**src/rtl/mc_ctrl_pkg.sv**
```systemverilog
// mc_ctrl_pkg: state, opcode, funct, ALU and mux-select encodings
// plus the packed control bundle driven by mc_ctrl.
package mc_ctrl_pkg;

  typedef enum logic [3:0] {
    S_IF      = 4'h0,
    S_ID      = 4'h1,
    S_MEM_ADR = 4'h2,
    S_MEM_RD  = 4'h3,
    S_WB_LW   = 4'h4,
    S_MEM_WR  = 4'h5,
    S_EXE_R   = 4'h6,
    S_WB_R    = 4'h7,
    S_BEQ     = 4'h8,
    S_JMP     = 4'h9,
    S_EXE_I   = 4'hA,
    S_WB_I    = 4'hB
  } state_e;

  typedef enum logic [1:0] {
    AC_ADD,
    AC_SUB,
    AC_FUNCT,
    AC_IMM
  } alu_cls_e;

  localparam logic [5:0] OP_RTYPE = 6'b000000;
  localparam logic [5:0] OP_LW    = 6'b100011;
  localparam logic [5:0] OP_SW    = 6'b101011;
  localparam logic [5:0] OP_BEQ   = 6'b000100;
  localparam logic [5:0] OP_J     = 6'b000010;
  localparam logic [5:0] OP_ADDI  = 6'b001000;
  localparam logic [5:0] OP_ANDI  = 6'b001100;
  localparam logic [5:0] OP_ORI   = 6'b001101;
  localparam logic [5:0] OP_SLTI  = 6'b001010;

  localparam logic [5:0] FN_ADD = 6'b100000;
  localparam logic [5:0] FN_SUB = 6'b100010;
  localparam logic [5:0] FN_AND = 6'b100100;
  localparam logic [5:0] FN_OR  = 6'b100101;
  localparam logic [5:0] FN_SLT = 6'b101010;
  localparam logic [5:0] FN_NOR = 6'b100111;

  localparam logic [2:0] ALU_ADD = 3'b010;
  localparam logic [2:0] ALU_SUB = 3'b110;
  localparam logic [2:0] ALU_AND = 3'b000;
  localparam logic [2:0] ALU_OR  = 3'b001;
  localparam logic [2:0] ALU_SLT = 3'b111;
  localparam logic [2:0] ALU_NOR = 3'b100;

  localparam logic [1:0] SRCB_B    = 2'b00;
  localparam logic [1:0] SRCB_4    = 2'b01;
  localparam logic [1:0] SRCB_IMM  = 2'b10;
  localparam logic [1:0] SRCB_IMM2 = 2'b11;

  localparam logic [1:0] PCS_ALU    = 2'b00;
  localparam logic [1:0] PCS_ALUOUT = 2'b01;
  localparam logic [1:0] PCS_JUMP   = 2'b10;

  typedef struct packed {
    logic       pc_write;
    logic       branch;
    logic [1:0] pc_src;
    logic       iord;
    logic       mem_read;
    logic       mem_write;
    logic       ir_write;
    logic       reg_dst;
    logic       mem_to_reg;
    logic       reg_write;
    logic       src_a;
    logic [1:0] src_b;
    logic [2:0] alu;
    logic       done;
  } ctl_t;

endpackage

```
**src/rtl/mc_ctrl_if.sv**
```systemverilog
// mc_ctrl_if: instruction fields and memory ready in, datapath controls out.
// master = control unit, slave = datapath/memory side.
interface mc_ctrl_if;
  logic [5:0] Opcode;
  logic [5:0] Funct;
  logic       MemReady;
  logic       PCWrite;
  logic       Branch;
  logic [1:0] PCSource;
  logic       IorD;
  logic       MemRead;
  logic       MemWrite;
  logic       IRWrite;
  logic       RegDst;
  logic       MemtoReg;
  logic       RegWrite;
  logic       ALUSrcA;
  logic [1:0] ALUSrcB;
  logic [2:0] ALU_Control;
  logic       Inst_done;
  logic [3:0] State;

  modport master (
    input  Opcode, Funct, MemReady,
    output PCWrite, Branch, PCSource, IorD,
    output MemRead, MemWrite, IRWrite,
    output RegDst, MemtoReg, RegWrite,
    output ALUSrcA, ALUSrcB, ALU_Control,
    output Inst_done, State
  );

  modport slave (
    output Opcode, Funct, MemReady,
    input  PCWrite, Branch, PCSource, IorD,
    input  MemRead, MemWrite, IRWrite,
    input  RegDst, MemtoReg, RegWrite,
    input  ALUSrcA, ALUSrcB, ALU_Control,
    input  Inst_done, State
  );
endinterface

```
**src/rtl/mc_alu_dec.sv**
```systemverilog
// mc_alu_dec: cls_i/opcode_i/funct_i -> alu_ctl_o, funct_valid_o.
// funct_valid_o reflects funct_i alone; only EXE_R acts on it.
module mc_alu_dec
  import mc_ctrl_pkg::*;
(
  input  alu_cls_e   cls_i,
  input  logic [5:0] opcode_i,
  input  logic [5:0] funct_i,
  output logic [2:0] alu_ctl_o,
  output logic       funct_valid_o
);

  logic [2:0] fn_ctl;
  logic [2:0] im_ctl;

  always_comb begin
    fn_ctl        = ALU_ADD;
    funct_valid_o = 1'b1;
    case (funct_i)
      FN_ADD:  fn_ctl = ALU_ADD;
      FN_SUB:  fn_ctl = ALU_SUB;
      FN_AND:  fn_ctl = ALU_AND;
      FN_OR:   fn_ctl = ALU_OR;
      FN_SLT:  fn_ctl = ALU_SLT;
      FN_NOR:  fn_ctl = ALU_NOR;
      default: funct_valid_o = 1'b0;
    endcase
  end

  always_comb begin
    im_ctl = ALU_ADD;
    case (opcode_i)
      OP_ANDI: im_ctl = ALU_AND;
      OP_ORI:  im_ctl = ALU_OR;
      OP_SLTI: im_ctl = ALU_SLT;
      default: im_ctl = ALU_ADD;
    endcase
  end

  always_comb begin
    alu_ctl_o = ALU_ADD;
    case (cls_i)
      AC_SUB:   alu_ctl_o = ALU_SUB;
      AC_FUNCT: alu_ctl_o = fn_ctl;
      AC_IMM:   alu_ctl_o = im_ctl;
      default:  alu_ctl_o = ALU_ADD;
    endcase
  end

endmodule

```
**src/rtl/mc_ctrl.sv**
```systemverilog
// mc_ctrl: multi-cycle MIPS Moore control FSM. clk, rst (async high);
// bus (mc_ctrl_if.master). Optional macro: MC_CTRL_MEM_WAIT_EN.
module mc_ctrl
  import mc_ctrl_pkg::*;
(
  input  logic        clk,
  input  logic        rst,
  mc_ctrl_if.master   bus
);

  state_e     state_q, state_d;
  alu_cls_e   cls;
  ctl_t       ctl, ctl_o;
  logic [2:0] alu_ctl;
  logic       funct_ok;
  logic       rdy;

`ifdef MC_CTRL_MEM_WAIT_EN
  assign rdy = bus.MemReady;
`else
  logic unused_ready;
  assign unused_ready = bus.MemReady;
  assign rdy = 1'b1;
`endif

  always_ff @(posedge clk or posedge rst) begin
    if (rst) state_q <= S_IF;
    else     state_q <= state_d;
  end

  // ALU class depends on state only, keeping the decoder
  // outside the next-state block.
  always_comb begin
    cls = AC_ADD;
    case (state_q)
      S_EXE_R: cls = AC_FUNCT;
      S_EXE_I: cls = AC_IMM;
      S_BEQ:   cls = AC_SUB;
      default: cls = AC_ADD;
    endcase
  end

  mc_alu_dec u_alu_dec (
    .cls_i         (cls),
    .opcode_i      (bus.Opcode),
    .funct_i       (bus.Funct),
    .alu_ctl_o     (alu_ctl),
    .funct_valid_o (funct_ok)
  );

  always_comb begin
    ctl     = '0;
    ctl.alu = alu_ctl;
    state_d = state_q;
    case (state_q)
      S_IF: begin
        ctl.mem_read = 1'b1;
        ctl.ir_write = rdy;
        ctl.pc_write = rdy;
        ctl.src_b    = SRCB_4;
        ctl.pc_src   = PCS_ALU;
        state_d      = rdy ? S_ID : S_IF;
      end
      S_ID: begin
        ctl.src_b = SRCB_IMM2;
        case (bus.Opcode)
          OP_RTYPE: state_d = S_EXE_R;
          OP_LW,
          OP_SW:    state_d = S_MEM_ADR;
          OP_BEQ:   state_d = S_BEQ;
          OP_J:     state_d = S_JMP;
          OP_ADDI,
          OP_ANDI,
          OP_ORI,
          OP_SLTI:  state_d = S_EXE_I;
          default: begin
            state_d  = S_IF;
            ctl.done = 1'b1;
          end
        endcase
      end
      S_MEM_ADR: begin
        ctl.src_a = 1'b1;
        ctl.src_b = SRCB_IMM;
        // Opcode is held stable from IF until the next IF
        state_d   = (bus.Opcode == OP_SW) ? S_MEM_WR : S_MEM_RD;
      end
      S_MEM_RD: begin
        ctl.mem_read = 1'b1;
        ctl.iord     = 1'b1;
        state_d      = rdy ? S_WB_LW : S_MEM_RD;
      end
      S_WB_LW: begin
        ctl.reg_write  = 1'b1;
        ctl.mem_to_reg = 1'b1;
        ctl.done       = 1'b1;
        state_d        = S_IF;
      end
      S_MEM_WR: begin
        ctl.mem_write = 1'b1;
        ctl.iord      = 1'b1;
        ctl.done      = rdy;
        state_d       = rdy ? S_IF : S_MEM_WR;
      end
      S_EXE_R: begin
        ctl.src_a = 1'b1;
        ctl.src_b = SRCB_B;
        if (funct_ok) begin
          state_d = S_WB_R;
        end else begin
          state_d  = S_IF;
          ctl.done = 1'b1;
        end
      end
      S_WB_R: begin
        ctl.reg_write = 1'b1;
        ctl.reg_dst   = 1'b1;
        ctl.done      = 1'b1;
        state_d       = S_IF;
      end
      S_EXE_I: begin
        ctl.src_a = 1'b1;
        ctl.src_b = SRCB_IMM;
        state_d   = S_WB_I;
      end
      S_WB_I: begin
        ctl.reg_write = 1'b1;
        ctl.done      = 1'b1;
        state_d       = S_IF;
      end
      S_BEQ: begin
        ctl.src_a  = 1'b1;
        ctl.src_b  = SRCB_B;
        ctl.branch = 1'b1;
        ctl.pc_src = PCS_ALUOUT;
        ctl.done   = 1'b1;
        state_d    = S_IF;
      end
      S_JMP: begin
        ctl.pc_write = 1'b1;
        ctl.pc_src   = PCS_JUMP;
        ctl.done     = 1'b1;
        state_d      = S_IF;
      end
      default: state_d = S_IF;
    endcase
  end

  // Hold every strobe low while reset is asserted.
  assign ctl_o = rst ? '0 : ctl;

  assign bus.PCWrite     = ctl_o.pc_write;
  assign bus.Branch      = ctl_o.branch;
  assign bus.PCSource    = ctl_o.pc_src;
  assign bus.IorD        = ctl_o.iord;
  assign bus.MemRead     = ctl_o.mem_read;
  assign bus.MemWrite    = ctl_o.mem_write;
  assign bus.IRWrite     = ctl_o.ir_write;
  assign bus.RegDst      = ctl_o.reg_dst;
  assign bus.MemtoReg    = ctl_o.mem_to_reg;
  assign bus.RegWrite    = ctl_o.reg_write;
  assign bus.ALUSrcA     = ctl_o.src_a;
  assign bus.ALUSrcB     = ctl_o.src_b;
  assign bus.ALU_Control = ctl_o.alu;
  assign bus.Inst_done   = ctl_o.done;
  assign bus.State       = state_q;

endmodule

```
**src/flat_wrapper.sv**
```systemverilog
// flat-port wrapper written by rule: the top's interface ports become plain ports
module mc_ctrl_flat import mc_ctrl_pkg::*;
  (clk, rst, bus_Opcode, bus_Funct, bus_MemReady, bus_PCWrite, bus_Branch, bus_PCSource, bus_IorD, bus_MemRead, bus_MemWrite, bus_IRWrite, bus_RegDst, bus_MemtoReg, bus_RegWrite, bus_ALUSrcA, bus_ALUSrcB, bus_ALU_Control, bus_Inst_done, bus_State);
  mc_ctrl_if bus_i ();
  input  logic clk;
  input  logic rst;
  input wire logic [$bits(bus_i.Opcode)-1:0] bus_Opcode;
  input wire logic [$bits(bus_i.Funct)-1:0] bus_Funct;
  input wire logic [$bits(bus_i.MemReady)-1:0] bus_MemReady;
  output wire logic [$bits(bus_i.PCWrite)-1:0] bus_PCWrite;
  output wire logic [$bits(bus_i.Branch)-1:0] bus_Branch;
  output wire logic [$bits(bus_i.PCSource)-1:0] bus_PCSource;
  output wire logic [$bits(bus_i.IorD)-1:0] bus_IorD;
  output wire logic [$bits(bus_i.MemRead)-1:0] bus_MemRead;
  output wire logic [$bits(bus_i.MemWrite)-1:0] bus_MemWrite;
  output wire logic [$bits(bus_i.IRWrite)-1:0] bus_IRWrite;
  output wire logic [$bits(bus_i.RegDst)-1:0] bus_RegDst;
  output wire logic [$bits(bus_i.MemtoReg)-1:0] bus_MemtoReg;
  output wire logic [$bits(bus_i.RegWrite)-1:0] bus_RegWrite;
  output wire logic [$bits(bus_i.ALUSrcA)-1:0] bus_ALUSrcA;
  output wire logic [$bits(bus_i.ALUSrcB)-1:0] bus_ALUSrcB;
  output wire logic [$bits(bus_i.ALU_Control)-1:0] bus_ALU_Control;
  output wire logic [$bits(bus_i.Inst_done)-1:0] bus_Inst_done;
  output wire logic [$bits(bus_i.State)-1:0] bus_State;
  assign bus_i.Opcode = bus_Opcode;
  assign bus_i.Funct = bus_Funct;
  assign bus_i.MemReady = bus_MemReady;
  assign bus_PCWrite = bus_i.PCWrite;
  assign bus_Branch = bus_i.Branch;
  assign bus_PCSource = bus_i.PCSource;
  assign bus_IorD = bus_i.IorD;
  assign bus_MemRead = bus_i.MemRead;
  assign bus_MemWrite = bus_i.MemWrite;
  assign bus_IRWrite = bus_i.IRWrite;
  assign bus_RegDst = bus_i.RegDst;
  assign bus_MemtoReg = bus_i.MemtoReg;
  assign bus_RegWrite = bus_i.RegWrite;
  assign bus_ALUSrcA = bus_i.ALUSrcA;
  assign bus_ALUSrcB = bus_i.ALUSrcB;
  assign bus_ALU_Control = bus_i.ALU_Control;
  assign bus_Inst_done = bus_i.Inst_done;
  assign bus_State = bus_i.State;
  mc_ctrl u_core (.clk(clk), .rst(rst), .bus(bus_i));
endmodule
```
**config.mk**
```make
export PLATFORM = sky130hd
export DESIGN_NAME = mc_ctrl_flat
export DESIGN_NICKNAME = d
export VERILOG_FILES = /design/src/rtl/mc_ctrl_pkg.sv /design/src/rtl/mc_ctrl_if.sv /design/src/rtl/mc_alu_dec.sv /design/src/rtl/mc_ctrl.sv /design/src/flat_wrapper.sv
export SDC_FILE = /design/constraint.sdc
export NUM_CORES = 1
export LEC_CHECK = 0
export BUFFER_PORTS_ARGS = -buffer_cell sky130_fd_sc_hd__buf_2
export CAP_MARGIN = 25
export CORE_MARGIN = 3
export CORE_UTILIZATION = 44
export CTS_CLUSTER_SIZE = 28
export DETAILED_ROUTE_END_ITERATION = 8
export PLACE_DENSITY = 0.8
export SLEW_MARGIN = 20
export SYNTH_ARGS = -nofsm -noshare
export SYNTH_HDL_FRONTEND = slang
export SYNTH_SLANG_ARGS = --single-unit
export TNS_END_PERCENT = 100
```
**constraint.sdc**
```tcl
create_clock -name clk -period 1.7 [get_ports clk]
set_input_delay 0 -clock clk [delete_from_list [all_inputs] [get_ports clk]]
set_output_delay 0 -clock clk [all_outputs]
set_load 0.01 [all_outputs]
```
Word level (Yosys, flattened, before mapping). Index checks and enable logic that the tools add are counted. Widths: inputs -> output; s select.

Register bits after elaboration: 4. Input port bits: 15. Output and inout port bits: 22. Word-level logic and storage cells: 67.

Eq/ne operators: 28. Mux-type cells: 25. Reductions and logical operators: 13.

Operators with widths (count): $eq 6x6->1 const B (8); $eq 6x4->1 const B (4); $pmux 4 s6 (1); $pmux 4 s5 (1); $mux 18 (1); $pmux 3 s3 (2); $eq 4x3->1 const B (4); $eq 4x4->1 const B (4); $pmux 3 s5 (1); $mux 1 (13); $pmux 2 s3 (2); $reduce_or 6->1 (2); $reduce_or 2->1 (5); $reduce_or 9->1 (1); $eq 4x2->1 const B (2); $reduce_or 4->1 (2); $eq 6x2->1 const B (1); $eq 6x3->1 const B (1); $logic_not 6->1 (1); $mux 3 (2); $eq 2x2->1 const B (2); $eq 4x1->1 const B (1); $logic_not 4->1 (1); $pmux 2 s2 (1); other kinds (3) (3).

Depth between registers and ports, before layout.
Depth after elaboration: 6. Mapped depth: 6. Gate-level depth less buffers: 4.

By module. From an unflattened synthesis, not the netlist that was laid out.

Cells, all modules: 105. Area total of the unflattened synthesis: 719.4 µm².

By module, submodules not included: mc_ctrl (instances 1, cells each 80, area each 544.3 µm², sequential area each 100.1 µm²); mc_alu_dec (instances 1, cells each 25, area each 175.2 µm², sequential area each 0.0 µm²).

Worst setup path before layout. No wires, ideal clock.

Path kind: register to register. Start: register u_core.state_q[2], in the netlist u_core.bus.State[2]. End: register u_core.state_q[1], in the netlist u_core.bus.State[1]. Library setup time: 64 ps. Arrival: 1501 ps. Data required time: 1636 ps. Path slack: 134 ps. Cell stages (with the launch flop): 7. Buffers on the path: 2. Period minus slack after synthesis: 1566 ps. Cells stage by stage: dfrtp_1 > buf_4 > or2_1 > buf_6 > or4_1 > a21oi_1 > a311o_2.

Word-level cells in the longest chain between the ends: 2. Elaborated cells on any way between the ends: 7. Those cells by class: 5 x eq/ne; 1 x mux; 1 x reduce/logical.

RTL lines: from (decl) (line mc_ctrl.sv:11) `state_e state_q, state_d;`; from (signal assigned) (line mc_ctrl.sv:28) `else state_q <= state_d;`; $eq 4x4->1, or another cell as far along (line mc_ctrl.sv:55) `case (state_q)`; $pmux 4 s6 * (line mc_ctrl.sv:55); named net u_core.state_d[1] (line mc_ctrl.sv:11).

Mark *: on every way through the listed nets, which the timed path passes. The rest lies on a longest branch.

Final worst setup path.
Start: register u_core.state_q[3], in the netlist u_core.bus.State[3]. End: output port bus_ALU_Control[1].

Word-level cells in the longest chain between the ends: 5. Elaborated cells on any way between the ends: 9. Those cells by class: 6 x eq/ne; 3 x mux.

RTL lines: $eq 4x4->1 / $eq 4x3->1 (equally long branches) (line mc_ctrl.sv:35) `case (state_q)`; $pmux 2 s3 * (line mc_ctrl.sv:35); $eq 2x2->1 / $eq 2x1->1 (equally long branches) (line mc_alu_dec.sv:42) `case (cls_i)`; $pmux 3 s3 * (line mc_alu_dec.sv:42); $mux 18 * (line mc_ctrl.sv:150) `assign ctl_o = rst ? '0 : ctl;`; to (decl) (line flat_wrapper.sv:22) `output wire logic [$bits(bus_i.ALU_Control)-1:0] bus_ALU_Control;`.

Mark *: on every way between the ends. The rest lies on a longest branch, timed or not.

==> results.py <==
metrics = {
    "clock_tree": {
        "cts_setup_buffers": 0,
        "cts_tree": "built",
        "insertion_delay_ps": 240,
        "path_clk_slew_ps": 40,
        "cts_root_buf": "clkbuf_4",
        "h-tree-depth": 1,
        "cts_made_buffers": 3,
        "clkSinkCount": 4,
        "clock_path_buffers": 2,
    },
    "place": {
        "io_buffers": 35,
        "gp_congestion": 0.886,
        "hpwlAfterDp_mm": 1.78,
    },
    "die": {
        "core.rowCount": 13,
        "core_area_um2": 1380,
        "die_h_um": 45.8,
        "die_x_um": 45.8,
        "ios": 37,
        "dieArea_um2": 2090,
        "start_util_pct": 50.3,
    },
    "detailed_routing": {
        "drt-total-wl_mm": 2.49,
        "first_pass_iters": 5,
        "detail-route-antenna-nets": 0,
        "drt-initial-drc-count": 49,
        "drc": 0,
        "num_vias": 980,
        "vias_per_cell": 6.53,
        "avgRoutedWirePerCell_um": 16.6,
    },
    "setup_path": {
        "cp_top_family": "simple AND/OR/NAND/NOR gates",
        "cp_num_buf_inv": 1,
        "cp_cell_sequence": "and2b_2 -> nand3_4 -> nor4b_4 -> a311oi_1 -> buf_2",
        "endpoint_kind": "output port",
        "cp_max_fo": 11,
        "worstPathArrival_ps": 1630,
        "critPathRequiredTime_ps": 1700,
        "crit_path_max_incr_delay_ps": 450,
        "start_kind": "register",
        "worst_path_max_delay_cell": "dfrtp_2",
        "critPathKind": "register to output port",
    },
    "synth": {
        "synth_mux_area_share_pct": 3.24,
        "synth-xor-area-share_pct": 2.52,
        "syn_area_per_cell_um2": 7.10,
        "yosys-top-cells-area": "dfrtp_1 14%, nor2b_1 6.3%, nor2_1 5.4%, nand2_1 3.8%, a21oi_1 3.6%",
        "synth_enable_flop_cells": 0,
        "ys_seq_area_share_pct": 14.4,
        "ys_ff_latch": 4,
        "synth_area_um2": 696,
        "synthAdderAreaFrac_pct": 0,
        "synth-simple-area-share_pct": 41.4,
        "synth_cells": 98,
        "synth.distinct_cells": 43,
        "async_reset_ff_share_pct": 100,
        "ys.flop_type": "dfrtp_1",
        "synth-compound-area-share_pct": 28.6,
        "syn-num-nets": 113,
        "synth_top_area_share_pct": 14.4,
        "synth_top_family_by_area": "simple AND/OR/NAND/NOR gates",
        "yosysWarnings": 0,
        "yosysTopAreaCell": "dfrtp_1",
    },
    "sta": {
        "finalSetupTns_ps": 0,
        "worst_pin_slew_ps": 481,
        "hold_violations": 0,
        "slew_viol_final": 0,
        "timing.slew.headroom_pct": 67.6,
        "max_freq_ghz": 0.612,
        "min_period_ps": 1630,
        "setup_viol": 0,
        "whs_ps": 187,
        "fin_skew_ps": 6.55,
        "fin_crit_sh_pct": 96.1,
    },
    "power_and_ir_drop": {
        "vdd_drop_max_mv": 0.530,
        "leakagePower_nw": 0.443,
        "power_density_nw_per_um2": 917,
    },
    "final_layout": {
        "syn2layout_area_growth_pct": 37.8,
        "regArea_um2": 103,
        "drive_above_1_share_pct": 40.7,
        "largest_reg_flops": 4,
        "multiInputGateArea_um2": 573,
        "n_antenna_cell": 0,
        "final_nets": 152,
        "fill_cells": 116,
    },
    "min_path": {
        "min_path_type": "primary input to register",
    },
    "grt": {
        "grt_max_degree": 12,
        "first_global_vias": 800,
        "antenna_found_initial": 0,
        "track_usage_pct": 22.7,
        "grt_pass1_wl_mm": 3.53,
        "grt_overflow": 0,
    },
    "outcome": {
        "outcome": "finished, final reports clean",
    },
    "flow_run": {
        "cap_viol_max_count": 0,
    },
}
## cells in the mapped netlist, types with 2 or more instances
cell type and count:
a31oi_1 2, a311oi_1 2, nor2_1 10, mux2_2 2, nand3_1 2, buf_4 3, or4_1 2, nor2b_1 7
inv_1 3, o32ai_1 2, nand2b_1 3, o21bai_1 2, dfrtp_1 4, o31a_1 2, nand2_1 7, a22oi_1 2
clkbuf_1 2, buf_6 2, nor3_1 4, a21oi_1 5, o22ai_1 3, nor4_1 4, o21ai_0 3
## stage by stage
step	setup slack (ps)	total power [mW]	cells	util, %	instance area (um^2)
floorplan	134	0.533	98	-	696
global placement	208	0.716	147	64.0	885
detailed placement	160	0.727	147	64.0	885
CTS	14.7	0.857	151	67.2	930
global route	-1.97	0.936	150	69.3	958
finish	66.8	0.879	150	69.3	958
## worst register-to-register path, delay by kind of cell, from the launching register on
kind            cells  cell delay (ps)
simple gates        2              520
flops               1              460
compound gates      2              540
## final cells by class
cell class,count,area share [%]
clock buffers,3,2.35
inverters,3,1.17
multi-input cells,83,59.8
flip-flops and latches,4,10.7
well taps,15,1.96
repair buffers,42,24.0
## kinds of logic after synthesis
family	count (synthesis)
muxes	2
DFF	4
xor gates and xnor gates	2
AOI/OAI and AO/OA	28
and+or+nand+nor	51
buffers and inverters	11
## worst paths after layout
path / startpoint / to / slack [ps] / depth (start not counted)
max reg2reg: u_core.bus.State[0] / u_core.bus.State[3] / 90 / 4
max in group asynchronous: rst / u_core.bus.State[3] / 1170 / 3
max: u_core.bus.State[3] / bus_ALU_Control[1] / 70 / 5
min reg2reg: u_core.bus.State[1] / u_core.bus.State[1] / 650 / 1
min: bus_Funct[4] / u_core.bus.State[2] / 190 / 4
min in group asynchronous: rst / u_core.bus.State[0] / 320 / 3
## metal layers
| metal | GRT usage, % | part of all wire, % | up-vias |
|---|---|---|---|
| met3 | 3.56 | 9.5 | 14 |
| met1 | 28.5 | 37 | 449 |
| met2 | 37.9 | 50 | 69 |
| li1 | - | - | 448 |
| met4 | 9.66 | 3.6 | 0 |
| met5 | 0 | 0 | - |
## placed cells by master (no fill, tap or decap), types with 2 or more instances in the layout
| cell | n |
|---|---|
| inv_1 | 3 |
| o21ai_0 | 3 |
| clkbuf_4 | 3 |
| o22ai_1 | 3 |
| mux2_2 | 2 |
| buf_2 | 35 |
| a31oi_1 | 2 |
| nor2_1 | 10 |
| dfrtp_1 | 2 |
| nand2_1 | 7 |
| nand2b_1 | 3 |
| dfrtp_2 | 2 |
| nor3_1 | 4 |
| o21bai_1 | 2 |
| a21oi_1 | 5 |
| o31a_1 | 2 |
| nor2b_1 | 6 |
| or4_1 | 2 |
| a311oi_1 | 2 |
| nor4_1 | 3 |
| o32ai_1 | 2 |
| a22oi_1 | 2 |
| buf_4 | 6 |
## report_power, final
group / switching (mW) / internal, mW / total, mW
logic: 0.329 / 0.254 / 0.583
clock network: 0.0446 / 0.0794 / 0.124
registers: 0.0504 / 0.122 / 0.172
## repair_timing
action                                  CTS  global route
endpoints found under the setup margin    2             2
resized for setup                         2             8
hold buffers                              1             0
pin swaps                                 0             1
endpoints found under the hold margin     4             0
(Power assumes the default switching activity.)
